### src/rtl/float_to_int_iter.sv
// Multi-cycle IEEE-754 float -> integer converter (signed/unsigned, trunc/RNE, saturating).
// Latency: ceil((e+1)/BPC)+1 cycles for e >= 0, 1 cycle for |x| < 1, 0 for zero/NaN/Inf/overflow.
// Backpressure: one conversion in flight; inTrigger is accepted only while outReady=1, ignored otherwise.
// Ports: clk/rst_n; inTrigger + inData {sign,exp,man} + inSigned/inRound captured on accept;
//        outReady (idle, results valid), outData, outInvalid (saturated), outInexact (fraction lost).
module float_to_int_iter #(
  parameter int EXP_W = 8,
  parameter int MAN_W = 23,
  parameter int INT_W = 64,
  parameter int BPC   = 1
) (
  input  logic                   clk,
  input  logic                   rst_n,
  input  logic                   inTrigger,
  input  logic [EXP_W+MAN_W:0]   inData,
  input  logic                   inSigned,
  input  logic                   inRound,
  output logic                   outReady,
  output logic                   outInvalid,
  output logic                   outInexact,
  output logic [INT_W-1:0]       outData
);

  localparam int SW   = MAN_W + 1;           // significand width incl. hidden bit
  localparam int MW   = INT_W + 1;           // magnitude keeps the rounding carry
  localparam int RW   = $clog2(INT_W + 1);
  localparam int EW   = EXP_W + RW + 2;
  localparam int BIAS = (1 << (EXP_W - 1)) - 1;

  localparam logic signed [EW-1:0] BIAS_E = EW'(BIAS);
  localparam logic signed [EW-1:0] INT_E  = EW'(INT_W);
  localparam logic [RW-1:0]        BPC_R  = RW'(BPC);

  typedef enum logic [1:0] {IDLE, SHIFT, ROUND} state_t;
  state_t state, stateNext;

  function automatic logic [INT_W-1:0] satHigh(input logic s);
    return s ? {1'b0, {(INT_W-1){1'b1}}} : {INT_W{1'b1}};
  endfunction

  function automatic logic [INT_W-1:0] satLow(input logic s);
    return s ? {1'b1, {(INT_W-1){1'b0}}} : {INT_W{1'b0}};
  endfunction

  // Input decode, used only on the accepting edge
  logic                   inSign;
  logic [EXP_W-1:0]       inExp;
  logic [MAN_W-1:0]       inMan;
  logic signed [EW-1:0]   eVal;
  logic                   isZero, isNan, overflow, special, accept;
  logic [INT_W-1:0]       satIn;

  assign inSign   = inData[EXP_W+MAN_W];
  assign inExp    = inData[MAN_W +: EXP_W];
  assign inMan    = inData[MAN_W-1:0];
  assign eVal     = $signed({{(EW-EXP_W){1'b0}}, inExp}) - BIAS_E;
  assign isZero   = (inExp == '0);
  assign isNan    = (&inExp) && (inMan != '0);
  // Inf and any exponent past the integer width saturate by sign; NaN goes low
  assign overflow = (&inExp) || (eVal >= INT_E);
  assign special  = isZero || overflow;
  assign satIn    = (isNan || inSign) ? satLow(inSigned) : satHigh(inSigned);
  assign accept   = inTrigger && outReady;

  // Captured operation
  logic              sgnR, signedR, roundR;
  logic [MW-1:0]     mag;
  logic [SW-1:0]     sigSh;      // unconsumed significand bits, MSB first
  logic [RW-1:0]     remaining;  // integer bits still to shift in

  // SHIFT datapath: take the next n significand bits (zeros once exhausted)
  logic [RW-1:0]     n;
  logic [BPC-1:0]    chunk;
  logic [MW-1:0]     magShift;

  assign n        = (remaining < BPC_R) ? remaining : BPC_R;
  assign chunk    = BPC'({sigSh, {BPC{1'b0}}} >> SW);
  assign magShift = (mag << n) | MW'(chunk >> (BPC_R - n));

  // ROUND datapath: first leftover bit is guard, the rest fold into sticky
  logic              guard, sticky, inc, inRange;
  logic [MW-1:0]     mRnd;
  logic [INT_W-1:0]  result, satR;

  assign guard  = sigSh[SW-1];
  assign sticky = |sigSh[SW-2:0];
  assign inc    = roundR && guard && (sticky || mag[0]);
  assign mRnd   = mag + MW'(inc);
  assign result = sgnR ? -mRnd[INT_W-1:0] : mRnd[INT_W-1:0];
  assign satR   = sgnR ? satLow(signedR) : satHigh(signedR);

  always_comb begin
    inRange = 1'b0;
    if (signedR) begin
      if (sgnR) inRange = !mRnd[INT_W] && (!mRnd[INT_W-1] || (mRnd[INT_W-2:0] == '0));
      else      inRange = (mRnd[INT_W:INT_W-1] == 2'b00);
    end else begin
      if (sgnR) inRange = (mRnd == '0);
      else      inRange = !mRnd[INT_W];
    end
  end

  // FSM: state register
  always_ff @(posedge clk or negedge rst_n) begin
    if (!rst_n) state <= IDLE;
    else        state <= stateNext;
  end

  // FSM: next state
  always_comb begin
    stateNext = state;
    case (state)
      IDLE:    if (accept && !special) stateNext = (eVal < 0) ? ROUND : SHIFT;
      SHIFT:   if (remaining <= BPC_R) stateNext = ROUND;
      ROUND:   stateNext = IDLE;
      default: stateNext = IDLE;
    endcase
  end

  // FSM: outputs
  always_comb begin
    outReady = (state == IDLE);
  end

  // Datapath and result registers
  always_ff @(posedge clk or negedge rst_n) begin
    if (!rst_n) begin
      sgnR       <= 1'b0;
      signedR    <= 1'b0;
      roundR     <= 1'b0;
      mag        <= '0;
      sigSh      <= '0;
      remaining  <= '0;
      outData    <= '0;
      outInvalid <= 1'b0;
      outInexact <= 1'b0;
    end else begin
      case (state)
        IDLE: if (accept) begin
          sgnR      <= inSign;
          signedR   <= inSigned;
          roundR    <= inRound;
          mag       <= '0;
          remaining <= RW'(eVal + 1);
          // Below one half the whole significand is sticky; guard is the hidden bit only at e = -1
          sigSh     <= (eVal < -1) ? SW'(1) : {1'b1, inMan};
          if (isZero) begin
            outData    <= '0;
            outInvalid <= 1'b0;
            outInexact <= 1'b0;
          end else if (overflow) begin
            outData    <= satIn;
            outInvalid <= 1'b1;
            outInexact <= 1'b0;
          end
        end
        SHIFT: begin
          mag       <= magShift;
          sigSh     <= sigSh << n;
          remaining <= remaining - n;
        end
        ROUND: begin
          if (inRange) begin
            outData    <= result;
            outInvalid <= 1'b0;
            outInexact <= guard || sticky;
          end else begin
            outData    <= satR;
            outInvalid <= 1'b1;
            outInexact <= 1'b0;
          end
        end
        default: ;
      endcase
    end
  end

endmodule

### config.mk
export PLATFORM = sky130hd
export DESIGN_NAME = float_to_int_iter
export DESIGN_NICKNAME = d
export VERILOG_FILES = /design/src/rtl/float_to_int_iter.sv
export SDC_FILE = /design/constraint.sdc
export NUM_CORES = 1
export LEC_CHECK = 0
export ABC_CLOCK_PERIOD_IN_PS = 10200
export CAP_MARGIN = 10
export CELL_PAD_IN_SITES_DETAIL_PLACEMENT = 0
export CELL_PAD_IN_SITES_GLOBAL_PLACEMENT = 1
export CORE_ASPECT_RATIO = 0.7
export CORE_MARGIN = 5
export CORE_UTILIZATION = 45
export CTS_CLUSTER_SIZE = 20
export DETAILED_ROUTE_END_ITERATION = 10
export GPL_TIMING_DRIVEN = 0
export MAX_ROUTING_LAYER = met4
export PLACE_DENSITY_LB_ADDON = 0.1
export SETUP_SLACK_MARGIN = 0.1
export SYNTH_ARGS = -nofsm -noshare
export SYNTH_HDL_FRONTEND = slang
export SYNTH_SLANG_ARGS = --single-unit
export TNS_END_PERCENT = 30
### constraint.sdc
create_clock -name clk -period 10.2 [get_ports clk]
set_clock_uncertainty 0.05 [all_clocks]
set_input_delay 1.02 -clock clk [delete_from_list [all_inputs] [get_ports clk]]
set_output_delay 1.02 -clock clk [all_outputs]
set_load 0.01 [all_outputs]
==> flow_metrics.env <==
export IMPL_grt_max_degree=114
export IMPL_placed_area_mm2=0.01311
export IMPL_clockBufferDepth=2
export IMPL_first_pass_iters=6
export IMPL_crit_path_end_kind="register"
export IMPL_reg2reg_depth=13
export IMPL_synth_edf_count=0
export IMPL_async_reset_ff_share_pct=100.0
export IMPL_fin_ws_ns=4.551
export IMPL_cts_setup_buffers=0
export IMPL_cpPeakStageDelay_ns=0.76
export IMPL_post_cts_resized=0
export IMPL_synth_nets=1443
export IMPL_ant_nets=0
export IMPL_cp_data_arrival_time_ns=5.92
export IMPL_cts_root_buf="clkbuf_16"
export IMPL_final_max_slew_viol_count=0
export IMPL_cp_common_cell="nand3_1"
export IMPL_vdd_ir_drop_max_mv=0.1394
export IMPL_htree_num_levels=4
export IMPL_hold_path_class="primary input to asynchronous set/reset pin"
export IMPL_wl_per_cell_um=22.12
export IMPL_dp_slack_ns=4.752
export IMPL_port_buffers=102
export IMPL_path_cells="nand3_1 -> clkinv_1 -> ha_1 -> nand3_1 -> nor4_2 -> and3_1 -> xnor2_1 -> o2111ai_1 -> nor4_1 -> nand3_1 -> o21ai_0 -> mux2_2 -> a311o_1"
export IMPL_nFillCells=2443
export IMPL_critPathMaxFanout=8
export IMPL_min_period_ns=5.649
export IMPL_maxSlewHeadroom_pct=35.76
export IMPL_clock_latency_ns=0.45
export IMPL_max_freq_ghz=0.1770
export IMPL_final_nets=1565
export IMPL_dp_hpwl_um=31830
export IMPL_crit_slowest_cell="nor4_1"
export IMPL_clkSinkCount=167
export IMPL_postCtsHoldBufs=0
export IMPL_most_common_layout_cells="nand2_1, dfrtp_1, nand3_1"
export IMPL_area_delta_synth_final_pct=17.67
export IMPL_powerDensity_mw_per_mm2=276.6
export IMPL_dieArea_mm2=0.02925
export IMPL_critical_path_class="register to register"
export IMPL_start_util_pct=45.55
export IMPL_hold_viol_final=0
export IMPL_place_inst=1833
export IMPL_vias=11380
export IMPL_setup_viol_count_final=0
export IMPL_drive_above_1_share_pct=10.05
export IMPL_fin_hold_ws_ns=0.4232
export IMPL_finalCritPeriodShare_pct=55.38
export IMPL_setup_tns_ns=0
export IMPL_boundaryPins=104
export IMPL_synth_avg_cell_area_um2=8.324
export IMPL_synth_area_leaders="dfrtp_1, nand2_1, nand3_1"
export IMPL_fin_cells=1864
export IMPL_drc_errors=0
export IMPL_core_mm2=0.02557
export IMPL_gp_congestion=0.9590
export IMPL_path_clk_slew_ns=0.07
export IMPL_grt_overflow=0
export IMPL_ys_warn_count=0
export IMPL_synth_ff_type="dfrtp_1"
export IMPL_yosysTopAreaCell="dfrtp_1"
export IMPL_status="finished clean"
export IMPL_grt_pass1_wl_um=63140
export IMPL_numCtsBuffers=17
export IMPL_die_y_um=144.6
export IMPL_worst_slew_pin_slew_ns=0.9556
export IMPL_ys_ff_latch=167
export IMPL_netlist_cell_type_count=107
export IMPL_synth_area_mm2=0.01164
export IMPL_grt_use_total_pct=28.93
export IMPL_final_cell_area_mm2=0.01370
export IMPL_antenna_found_initial=0
export IMPL_synthCells=1399
export IMPL_fin_util_pct=53.60
export IMPL_row_count=49
export IMPL_critPathRequiredTime_ns=10.47
export IMPL_die_x_um=202.3
export IMPL_rsz0062_at_grt="false"
export IMPL_grt_pass1_vias=10160
export IMPL_yosysSeqAreaShare_pct=35.89
export IMPL_cts_tree="built"
export IMPL_power_leakage_nw=5.659
export IMPL_routed_wl_um=41230
export IMPL_drt_vias_per_instance=6.103
export IMPL_yosysTopAreaCellShare_pct=35.89
export IMPL_power_mw=3.790
export IMPL_layout_commonest_cell="nand2_1"
export IMPL_num_antenna_cells=0
export IMPL_maxCapViolCount=0
export IMPL_startpoint_type="register"
export IMPL_drt_iter0_drc=1157
==> area by class of cell <==
cell class	count	area (um^2)	share of cell area, %
clock inverter	9	116.4	0.8492
inverter	14	52.55	0.3835
clock buffer	22	474.2	3.461
timing repair buffer	103	1054	7.688
multi-input combinational	1113	6837	49.89
sequential	167	4179	30.50
tap	331	414.1	3.022
buffer	105	576.8	4.209
==> worst max-delay path, delay by kind of cell, from the launching register on <==
family / cells / cell delay (ns)
buffers and inverters: 1 / 0.21
adders and majority gates: 1 / 0.29
AOI/OAI and AO/OA: 3 / 1.15
and+or+nand+nor: 6 / 2.68
muxes: 1 / 0.39
DFF: 1 / 0.47
xor gates and xnor gates: 1 / 0.28
==> worst paths after layout <==
kind	start	to	slack (ns)
hold reg to reg	outData[6]$_DFFE_PN0P_	outData[6]$_DFFE_PN0P_	0.44
hold / removal	rst_n	sigSh[16]$_DFFE_PN0P_	0.42
min in group clk	outData[6]$_DFFE_PN0P_	outData[6]$_DFFE_PN0P_	0.44
setup / recovery	sigSh[23]$_DFFE_PN0P_	outData[63]$_DFFE_PN0P_	4.55
setup reg to reg	sigSh[23]$_DFFE_PN0P_	outData[63]$_DFFE_PN0P_	4.55
max in group asynchronous	rst_n	outData[45]$_DFFE_PN0P_	8.69
==> Yosys cell counts, types with 7 or more instances <==
library cell,number
nand2_1,231
dfrtp_1,167
nand3_1,123
nor2_1,97
o21ai_0,88
xnor2_1,70
clkbuf_1,66
a21oi_1,47
nand4_1,37
xor2_1,36
nor3_1,32
nor4_1,32
a22oi_1,25
a211oi_1,23
a211oi_2,19
and3_1,18
and4_1,18
o31ai_1,17
buf_2,12
inv_1,12
a31oi_1,11
mux2i_1,11
o21a_1,11
and2_1,9
buf_6,7
clkbuf_8,7
ha_1,7
or2_2,7
or3_1,7
==> cells by family (layout without fill, tap and decap cells) <==
kind of cell / count (synthesis) / after routing / share of synthesized area, %
muxes: 14 / 14 / 1.236
buffers and inverters: 119 / 253 / 5.405
adders and majority gates: 7 / 7 / 0.7521
AOI/OAI and AO/OA: 307 / 307 / 18.56
and+or+nand+nor: 679 / 679 / 30.19
DFF: 167 / 167 / 35.89
xor gates and xnor gates: 106 / 106 / 7.972
==> power breakdown <==
| group | switching (mW) | total [mW] | leakage (nW) | internal [mW] |
|---|---|---|---|---|
| clock network | 0.292 | 0.674 | 0.287 | 0.382 |
| registers | 0.166 | 1.05 | 2.12 | 0.881 |
| logic | 1.24 | 2.07 | 3.25 | 0.828 |
==> registers in the layout, summed over array words and instances, names as in the netlist <==
name	count
roundR	1
outInexact	1
outData	64
state	2
mag	65
remaining	7
sgnR	1
signedR	1
outInvalid	1
sigSh	24
==> per-layer routing <==
layer  wire (um)  GRT usage (%)  vias to the layer above
li1            -              -                     5364
met1       21350          46.94                     5508
met2       15670          36.08                      464
met3        3710          6.209                       40
met4         491          5.141                        0
met5           0              -                        -
Note: power is estimated with default switching activity, not from simulation.
